[src/rtl/fifo_rd_pkg.sv]
// ============================================================================
// Module   : fifo_rd_pkg
// Purpose  : Shared types and constants for the FIFO read-side stream adapter.
// Revision : 1.0 - initial release
// ============================================================================
`default_nettype none

package fifo_rd_pkg;

  typedef enum logic [1:0] {
    IDLE  = 2'd0,
    RUN   = 2'd1,
    DRAIN = 2'd2
  } rd_state_t;

  localparam int DEF_DATA_W = 8;
  localparam int CNT_W      = 32;

  // Index width for a table of 'depth' entries; a single entry still needs one bit.
  function automatic int idx_w(input int depth);
    return (depth > 1) ? $clog2(depth) : 1;
  endfunction

endpackage

`default_nettype wire

[src/rtl/fifo_rd_skid_buf.sv]
// ============================================================================
// Module   : fifo_rd_skid_buf
// Purpose  : Power-of-two circular elastic buffer landing FIFO read data.
// Revision : 1.0 - initial release
// ============================================================================
`default_nettype none

module fifo_rd_skid_buf
  import fifo_rd_pkg::*;
#(
  parameter  int DATA_W = DEF_DATA_W,
  parameter  int DEPTH  = 4,
  localparam int PTR_W  = idx_w(DEPTH),
  localparam int CNT_BW = PTR_W + 1
) (
  input  logic              clk,
  input  logic              rst,
  input  logic              push,
  input  logic [DATA_W-1:0] push_data,
  input  logic              pop,
  output logic [DATA_W-1:0] head_data,
  output logic [CNT_BW-1:0] count
);

  logic [DATA_W-1:0] r_mem [DEPTH];
  logic [PTR_W-1:0]  r_wr_ptr;
  logic [PTR_W-1:0]  r_rd_ptr;
  logic [CNT_BW-1:0] r_count;
  logic              w_pop;

  // A pop against an empty buffer is ignored so the count can never underflow.
  assign w_pop = pop && (r_count != '0);

  always_ff @(posedge clk) begin
    if (rst) begin
      r_wr_ptr <= '0;
      r_rd_ptr <= '0;
      r_count  <= '0;
      for (int i = 0; i < DEPTH; i++) begin
        r_mem[i] <= '0;
      end
    end else begin
      if (push) begin
        r_mem[r_wr_ptr] <= push_data;
        r_wr_ptr        <= r_wr_ptr + PTR_W'(1);
      end
      if (w_pop) begin
        r_rd_ptr <= r_rd_ptr + PTR_W'(1);
      end
      case ({push, w_pop})
        2'b10:   r_count <= r_count + CNT_BW'(1);
        2'b01:   r_count <= r_count - CNT_BW'(1);
        default: r_count <= r_count;
      endcase
    end
  end

  assign head_data = r_mem[r_rd_ptr];
  assign count     = r_count;

  a_no_overflow : assert property (@(posedge clk) disable iff (rst)
    !(push && !w_pop && (r_count == CNT_BW'(DEPTH))));

endmodule

`default_nettype wire

[src/rtl/fifo_rd_stream_adapter.sv]
// ============================================================================
// Module   : fifo_rd_stream_adapter
// Purpose  : Standard-mode FIFO read engine presenting words as a valid/ready
//            stream; optional delivered-word counter under FIFO_RD_CNT_EN.
// Revision : 1.0 - initial release
// ============================================================================
`default_nettype none

module fifo_rd_stream_adapter
  import fifo_rd_pkg::*;
#(
  parameter int DATA_W       = DEF_DATA_W,
  parameter int READ_LATENCY = 1,
  parameter int BUF_DEPTH    = 4
) (
  input  logic              rd_clk,
  input  logic              rst,
  input  logic              ena,
  input  logic              fifo_empty,
  input  logic [DATA_W-1:0] fifo_dout,
  output logic              fifo_rd_en,
  output logic [DATA_W-1:0] m_data,
  output logic              m_valid,
  input  logic              m_ready,
  output logic              busy,
  output logic [CNT_W-1:0]  rd_count
);

  localparam int c_cnt_w = idx_w(BUF_DEPTH) + 1;
  localparam int c_sum_w = c_cnt_w + 1;

  rd_state_t                 r_state;
  logic [READ_LATENCY-1:0]   r_vld_pipe;
  logic [c_cnt_w-1:0]        w_buf_count;
  logic [c_cnt_w-1:0]        w_inflight;
  logic [c_sum_w-1:0]        w_credit_sum;
  logic                      w_push;
  logic                      w_pop;

  // Words already requested count against buffer space so landing data always fits.
  always_comb begin
    w_inflight = '0;
    for (int i = 0; i < READ_LATENCY; i++) begin
      w_inflight = w_inflight + c_cnt_w'(r_vld_pipe[i]);
    end
  end

  assign w_credit_sum = {1'b0, w_buf_count} + {1'b0, w_inflight};
  assign fifo_rd_en   = (r_state == RUN) && !fifo_empty
                        && (w_credit_sum < c_sum_w'(BUF_DEPTH));

  generate
    if (READ_LATENCY == 1) begin : g_lat_one
      always_ff @(posedge rd_clk) begin
        if (rst) begin
          r_vld_pipe <= '0;
        end else begin
          r_vld_pipe <= fifo_rd_en;
        end
      end
    end else begin : g_lat_multi
      always_ff @(posedge rd_clk) begin
        if (rst) begin
          r_vld_pipe <= '0;
        end else begin
          r_vld_pipe <= {r_vld_pipe[READ_LATENCY-2:0], fifo_rd_en};
        end
      end
    end
  endgenerate

  assign w_push = r_vld_pipe[READ_LATENCY-1];

  always_ff @(posedge rd_clk) begin
    if (rst) begin
      r_state <= IDLE;
    end else begin
      case (r_state)
        IDLE:    if (ena) r_state <= RUN;
        RUN:     if (!ena) r_state <= DRAIN;
        DRAIN: begin
          if (ena) begin
            r_state <= RUN;
          end else if ((w_inflight == '0) && (w_buf_count == '0)) begin
            r_state <= IDLE;
          end
        end
        default: r_state <= IDLE;
      endcase
    end
  end

  assign busy = (r_state != IDLE);

  fifo_rd_skid_buf #(
    .DATA_W (DATA_W),
    .DEPTH  (BUF_DEPTH)
  ) u_skid_buf (
    .clk       (rd_clk),
    .rst       (rst),
    .push      (w_push),
    .push_data (fifo_dout),
    .pop       (w_pop),
    .head_data (m_data),
    .count     (w_buf_count)
  );

  assign m_valid = (w_buf_count != '0);
  assign w_pop   = m_valid && m_ready;

`ifdef FIFO_RD_CNT_EN
  logic [CNT_W-1:0] r_rd_count;

  always_ff @(posedge rd_clk) begin
    if (rst) begin
      r_rd_count <= '0;
    end else if (w_pop) begin
      r_rd_count <= r_rd_count + CNT_W'(1);
    end
  end

  assign rd_count = r_rd_count;
`else
  assign rd_count = '0;
`endif

  a_no_underflow : assert property (@(posedge rd_clk) disable iff (rst)
    !(fifo_rd_en && fifo_empty));

endmodule

`default_nettype wire

[config.mk]
export PLATFORM = sky130hd
export DESIGN_NAME = fifo_rd_stream_adapter
export DESIGN_NICKNAME = d
export VERILOG_FILES = /design/src/rtl/fifo_rd_pkg.sv /design/src/rtl/fifo_rd_skid_buf.sv /design/src/rtl/fifo_rd_stream_adapter.sv
export SDC_FILE = /design/constraint.sdc
export NUM_CORES = 1
export LEC_CHECK = 0
export ABC_AREA = 0
export CAP_MARGIN = 30
export CORE_AREA = 2 2 74 76
export DETAILED_ROUTE_END_ITERATION = 8
export DIE_AREA = 0 0 76 78
export GPL_TIMING_DRIVEN = 0
export PLACE_DENSITY = 0.81
export SETUP_SLACK_MARGIN = 0.5
export SLEW_MARGIN = 20
export SYNTH_ARGS = -nofsm -noshare
export SYNTH_HDL_FRONTEND = slang
export SYNTH_HIERARCHICAL = 1
export SYNTH_SLANG_ARGS = --single-unit
[constraint.sdc]
create_clock -name rd_clk -period 3 [get_ports rd_clk]
set_input_delay 0.45 -clock rd_clk [delete_from_list [all_inputs] [get_ports rd_clk]]
set_output_delay 0.45 -clock rd_clk [all_outputs]
set_load 0.005 [all_outputs]
==> flow_summary.yaml, run 1 <==
route:
  via_per_inst: 4.13
  drtPass1Iterations: 4
  wl_per_cell_um: 11.4
  ant_nets: 0
  remaining_drc_errors: 0
  drt-initial-drc-count: 68
  via_count: 1292
  wl_mm: 3.58
critical_path:
  critPathMaxStageDelay_ns: 0.45
  crit_path_end_kind: "flip-flop"
  arrival_ns: 2.46
  path_cells: "or3_4 -> and2_2 -> o31a_1 -> ha_1 -> inv_1 -> fa_1 -> xor2_1 -> or3_1 -> a21oi_1"
  critPathMaxFanout: 7
  critPathKind: "reg2reg"
  crit_required_ns: 3.22
  start_kind: "flip-flop"
  worst_path_max_delay_cell: "dfxtp_1"
job:
  drv_cap: 0
power_and_ir_drop:
  p_comb_frac: 0.100
  swShare: 0.214
  p_per_area_nw_per_um2: 432
  p_int_uw: 902
  power_switching_uw: 246
  clock_power_share: 0.309
  irDropWorstVdd_mv: 0.256
  pwr-share-seq: 0.590
  p_leak_uw: 0.00115
yosys:
  synth_warnings: 6
  syn_avg_cell_area_um2: 11.8
  yosys-top-cells-count: "nor2_1 (34), buf_4 (33), edfxtp_1 (32), inv_1 (13), dfxtp_1 (12)"
  ys_seq_elements: 44
  synthCells: 181
  synth_most_common_cell: "nor2_1"
  synth_enable_flop_cells: 32
  synth_seq_area_share: 0.560
  dominantRegCellSynth: "edfxtp_1"
  synth_cell_types: 36
  syn-cell-area_um2: 2140
  synthTopCellsByArea: "edfxtp_1 (45%), buf_4 (12%), dfxtp_1 (11%)"
  ys_async_sr_fraction: 0
  synth_top_area_cell: "edfxtp_1"
  synth_top_area_share: 0.448
clock_tree:
  clk_latency_ns: 0.29
  tritoncts: "done"
  cts.sinks: 44
  htreeDepth: 2
  clk_pin_slew_worst_paths_ns: 0.07
  clock_path_buffers: 2
  cts_buffers: 5
  cts_hold_buf: 0
  post_cts_resized: 0
  cts_setup_buffers: 0
  root_buffer: "clkbuf_8"
die:
  die_w_um: 76
  die_area_um2: 5930
  num_rows: 26
  start_util: 0.425
  die_h_um: 78
  coreArea_um2: 5040
  io_pins: 56
sta:
  clock_skew_ns: 0.00581
  fmax_mhz: 447
  setup_viol: 0
  setup_tns_ns: 0
  fin_hold_ws_ns: 0.532
  worst_pin_slew_ns: 0.958
  slew_headroom: 0.360
  timing.final.crit_share: 0.745
  slew_viol_final: 0
  period_needed_ns: 2.23
  rsz0062_at_grt: "false"
  layout_setup_ws_ns: 0.765
  hold_viol: 0
finish:
  num-fill-cells: 446
  areaGrowthSynthToFinish_pct: 24.1
  postLayoutCellArea_um2: 2660
  antenna_cells: 0
  drive_above_1_share: 0.226
  nets: 257
global_routing:
  grt_max_degree: 14
  antenna_found_initial: 0
  grt_pass1_wl_mm: 5.87
  grt_usage: 0.131
  grt-ovfl-total: 0
  first_global_vias: 1262
outcome:
  status: "finished clean"
placement:
  port_buffers: 23
  dp.final_hpwl_mm: 2.51
  globalplace.congestion: 0.796
  dpl-instance-area_um2: 2580
  place_ws_ns: 0.504
worst_hold_path:
  hold_path_class: "reg2reg"
critical path, delay by kind of cell (launching register included):
kind,cells,cell delay [ns]
fa+ha+maj,2,0.56
buf+inv,1,0.06
simple gates,3,0.64
compound gates,2,0.31
flops,1,0.45
xor+xnor,1,0.15
worst paths after layout:
path,startpoint,to,slack [ns],depth (start not counted)
worst max-delay path,u_skid_buf/count[2]$_SDFFE_PP0P_,u_skid_buf/count[2]$_SDFFE_PP0P_,0.77,9
worst min-delay path,r_state[0]$_SDFFE_PP0P_,r_state[0]$_SDFFE_PP0P_,0.53,1
worst max register to register,u_skid_buf/count[2]$_SDFFE_PP0P_,u_skid_buf/count[2]$_SDFFE_PP0P_,0.77,9
worst min register to register,r_state[0]$_SDFFE_PP0P_,r_state[0]$_SDFFE_PP0P_,0.53,1
per-stage QoR:
step / utilization / total power (µW) / instances
final: 0.527 / 1150 / 313
after CTS: 0.527 / 1160 / 313
after floorplan: - / 763 / 212
after detailed placement: 0.511 / 806 / 305
after global routing: 0.527 / 1200 / 313
after global placement: 0.511 / 804 / 305
kinds of logic (layout without fill, tap and decap cells):
| family | Yosys count | count (layout) | share of synthesized area |
|---|---|---|---|
| other | 1 | 32 | 0.00175 |
| AOI/OAI and AO/OA | 11 | 11 | 0.0379 |
| buffers and inverters | 52 | 83 | 0.154 |
| and+or+nand+nor | 56 | 56 | 0.118 |
| muxes | 8 | 8 | 0.0841 |
| xor gates and xnor gates | 7 | 7 | 0.0286 |
| DFF | 44 | 44 | 0.560 |
| adders and majority gates | 2 | 2 | 0.0152 |
flip-flops by register name, indices dropped and copies added, names as in the netlist, named ones only:
register,count
u_skid_buf/count,3
r_state,2
u_skid_buf/r_wr_ptr,2
r_vld_pipe,1
u_skid_buf/r_rd_ptr,2
u_skid_buf/r_mem,32
routing by layer:
layer | track usage | part of all wire | up-vias
met5 | 0 | 0 | -
met4 | 0.0545 | 0.016 | 0
met3 | 0.0430 | 0.053 | 6
met2 | 0.227 | 0.50 | 36
met1 | 0.149 | 0.43 | 585
li1 | - | - | 665
placed cells by master, fill, tap and decap left out, types with 3 or more instances in the layout:
cell type         n
nand2b_1          3
xor2_1            5
nor2_1           34
dfxtp_1          12
clkbuf_1          3
edfxtp_1         32
clkdlybuf4s50_1  23
clkbuf_8          5
inv_1            13
o21bai_1          3
nand2_1           9
buf_4            33
conb_1           32
mux4_2            8
area by class of cell:
| cell class | instances | area [µm²] | share of cell area |
|---|---|---|---|
| timing repair buffer | 23 | 230 | 0.0866 |
| tap | 70 | 87.6 | 0.0329 |
| clock buffer | 7 | 76.3 | 0.0287 |
| sequential | 44 | 1200 | 0.452 |
| inverter | 13 | 48.8 | 0.0184 |
| clock inverter | 1 | 5.00 | 0.00188 |
| multi-input combinational | 116 | 728 | 0.274 |
| buffer | 39 | 282 | 0.106 |
power groups by stage:
stage	clock network (µW)	logic (µW)	registers (µW)
after global routing	388	127	680
after floorplan	0	73.6	689
final	355	115	678
after detailed placement	0	114	692
after global placement	0	114	691
after CTS	364	115	678
(Power assumes the default switching activity.)
==> inputs of run 2 (changes only) <==
==> constraint.sdc (replaced) <==
create_clock -name rd_clk -period 2.3 [get_ports rd_clk]
set_input_delay 0.345 -clock rd_clk [delete_from_list [all_inputs] [get_ports rd_clk]]
set_output_delay 0.345 -clock rd_clk [all_outputs]
set_load 0.005 [all_outputs]
==> flow_summary.yaml, run 2 (same netlist as run 1, synthesis figures left out) <==
sta:
  worst_pin_slew_ns: 0.521
  period_needed_ns: 2.06
  rsz0062_at_grt: "true"
  clock_skew_ns: 0.00724
  slew_headroom: 0.653
  fmax_mhz: 485
  slew_viol_final: 0
  hold_viol: 0
  fin_hold_ws_ns: 0.529
  setup_viol: 0
  timing.final.crit_share: 0.896
clock_tree:
  cts.sinks: 44
  htreeDepth: 2
  cts_buffers: 5
  clk_pin_slew_worst_paths_ns: 0.08
  cts_hold_buf: 0
  tritoncts: "done"
  clock_path_buffers: 2
  root_buffer: "clkbuf_8"
  clk_latency_ns: 0.30
global_routing:
  first_global_vias: 1317
  grt_pass1_wl_mm: 6.13
  grt-ovfl-total: 0
  grt_max_degree: 16
  antenna_found_initial: 0
  grt_usage: 0.135
route:
  wl_per_cell_um: 11.8
  drtPass1Iterations: 4
  via_count: 1389
  remaining_drc_errors: 0
  via_per_inst: 4.22
  drt-initial-drc-count: 71
  wl_mm: 3.88
  ant_nets: 0
power_and_ir_drop:
  swShare: 0.227
  irDropWorstVdd_mv: 0.276
  p_leak_uw: 0.00127
  power_uw: 1520
  p_comb_frac: 0.100
  p_int_uw: 1170
  clock_power_share: 0.320
  power_switching_uw: 346
  p_per_area_nw_per_um2: 534
  pwr-share-seq: 0.579
finish:
  areaGrowthSynthToFinish_pct: 32.7
  largest_reg_flops: 32
  antenna_cells: 0
  nets: 273
  final_common_cell: "buf_4"
  drive_above_1_share: 0.355
  mostFrequentLayoutCells: "buf_4 (40), nor2_1 (34), conb_1 (32), edfxtp_1 (32)"
  largest_register: "u_skid_buf/r_mem"
critical_path:
  arrival_ns: 2.29
  start_kind: "flip-flop"
  crit_path_end_kind: "flip-flop"
  cp-startpoint: "u_skid_buf/count[0]$_SDFFE_PP0P_"
  critPathMaxFanout: 3
  r2r_start: "u_skid_buf/count[0]$_SDFFE_PP0P_"
  crit_required_ns: 2.53
  critPathKind: "reg2reg"
placement:
  dp.final_hpwl_mm: 2.54
  port_buffers: 23
  globalplace.congestion: 0.767
die:
  die_w_um: 76
  coreArea_um2: 5040
  num_rows: 26
  start_util: 0.425
  die_h_um: 78
  io_pins: 56
  die_area_um2: 5930
job:
  drv_cap: 0
outcome:
  status: "finished clean"
worst_hold_path:
  hp-start: "r_state[0]$_SDFFE_PP0P_"
  hold_path_class: "reg2reg"
-- run 2: cell types whose count changed in the layout (fill, tap and decap cells not counted), moves of 4 or more --
cell,delta
clkdlybuf4s50_1,-11
buf_6,+10
buf_4,+7
buf_2,+4
dfxtp_1,-4
-- run 2: final cells by class --
cell class                 instances  area [µm²]
fill                             434        2200
sequential                        44        1210
multi-input combinational        116         759
timing repair buffer              39         362
buffer                            39         282
tap                               70        87.6
clock buffer                       5        68.8
inverter                          13        48.8
clock inverter                     3        23.8
-- run 2: through the flow --
stage	std cells	setup WS, ns	setup TNS [ns]	utilization	cell area, µm²
2_1_floorplan	212	0.340	0	-	2270
3_3_place_gp	305	-0.0312	-0.0312	0.513	2590
3_5_place_dp	305	-0.0727	-0.0727	0.513	2590
4_1_cts	327	0.274	0	0.553	2790
5_1_grt	329	0.168	0	0.564	2850
6_report	329	0.238	0	0.564	2850
-- run 2: path summary, 6_finish.rpt --
kind,endpoint,slack [ns],cells after the start
worst min-delay path,r_state[0]$_SDFFE_PP0P_,0.53,1
worst max register to register,u_skid_buf/count[2]$_SDFFE_PP0P_,0.24,9
worst max-delay path,u_skid_buf/count[2]$_SDFFE_PP0P_,0.24,9
worst min register to register,r_state[0]$_SDFFE_PP0P_,0.53,1
-- run 2: worst max-delay path, stage by stage, from the launching register on --
cell and delay (ns):
dfxtp_4 0.35, or3_4 0.38, and2_4 0.17, o31a_1 0.15, ha_4 0.19, inv_2 0.05
fa_2 0.18, xor2_1 0.07, or3_1 0.33, a21oi_2 0.14
-- run 2: repair_timing --
action / 4_1_cts / 5_1_grt
pin swaps: 4 / 0
gates resized for setup: 39 / 13
setup endpoints to repair: 36 / 12
setup buffers: 14 / 2
endpoints found under the hold margin: 0 / 0
-- run 2: power by group through the flow --
stage / Sequential [µW] / Clock (µW) / Combinational (µW)
floorplan: 899 / 0 / 96.7
global placement: 901 / 0 / 148
detailed placement: 902 / 0 / 150
CTS: 880 / 499 / 148
global route: 883 / 530 / 167
finish: 880 / 487 / 152
-- run 2: routing by layer --
layer | up-vias | GRT usage | share of wire
li1 | 700 | - | -
met1 | 644 | 0.150 | 0.40
met2 | 40 | 0.247 | 0.52
met3 | 5 | 0.0349 | 0.062
met4 | 0 | 0.0545 | 0.017
met5 | - | 0 | 0
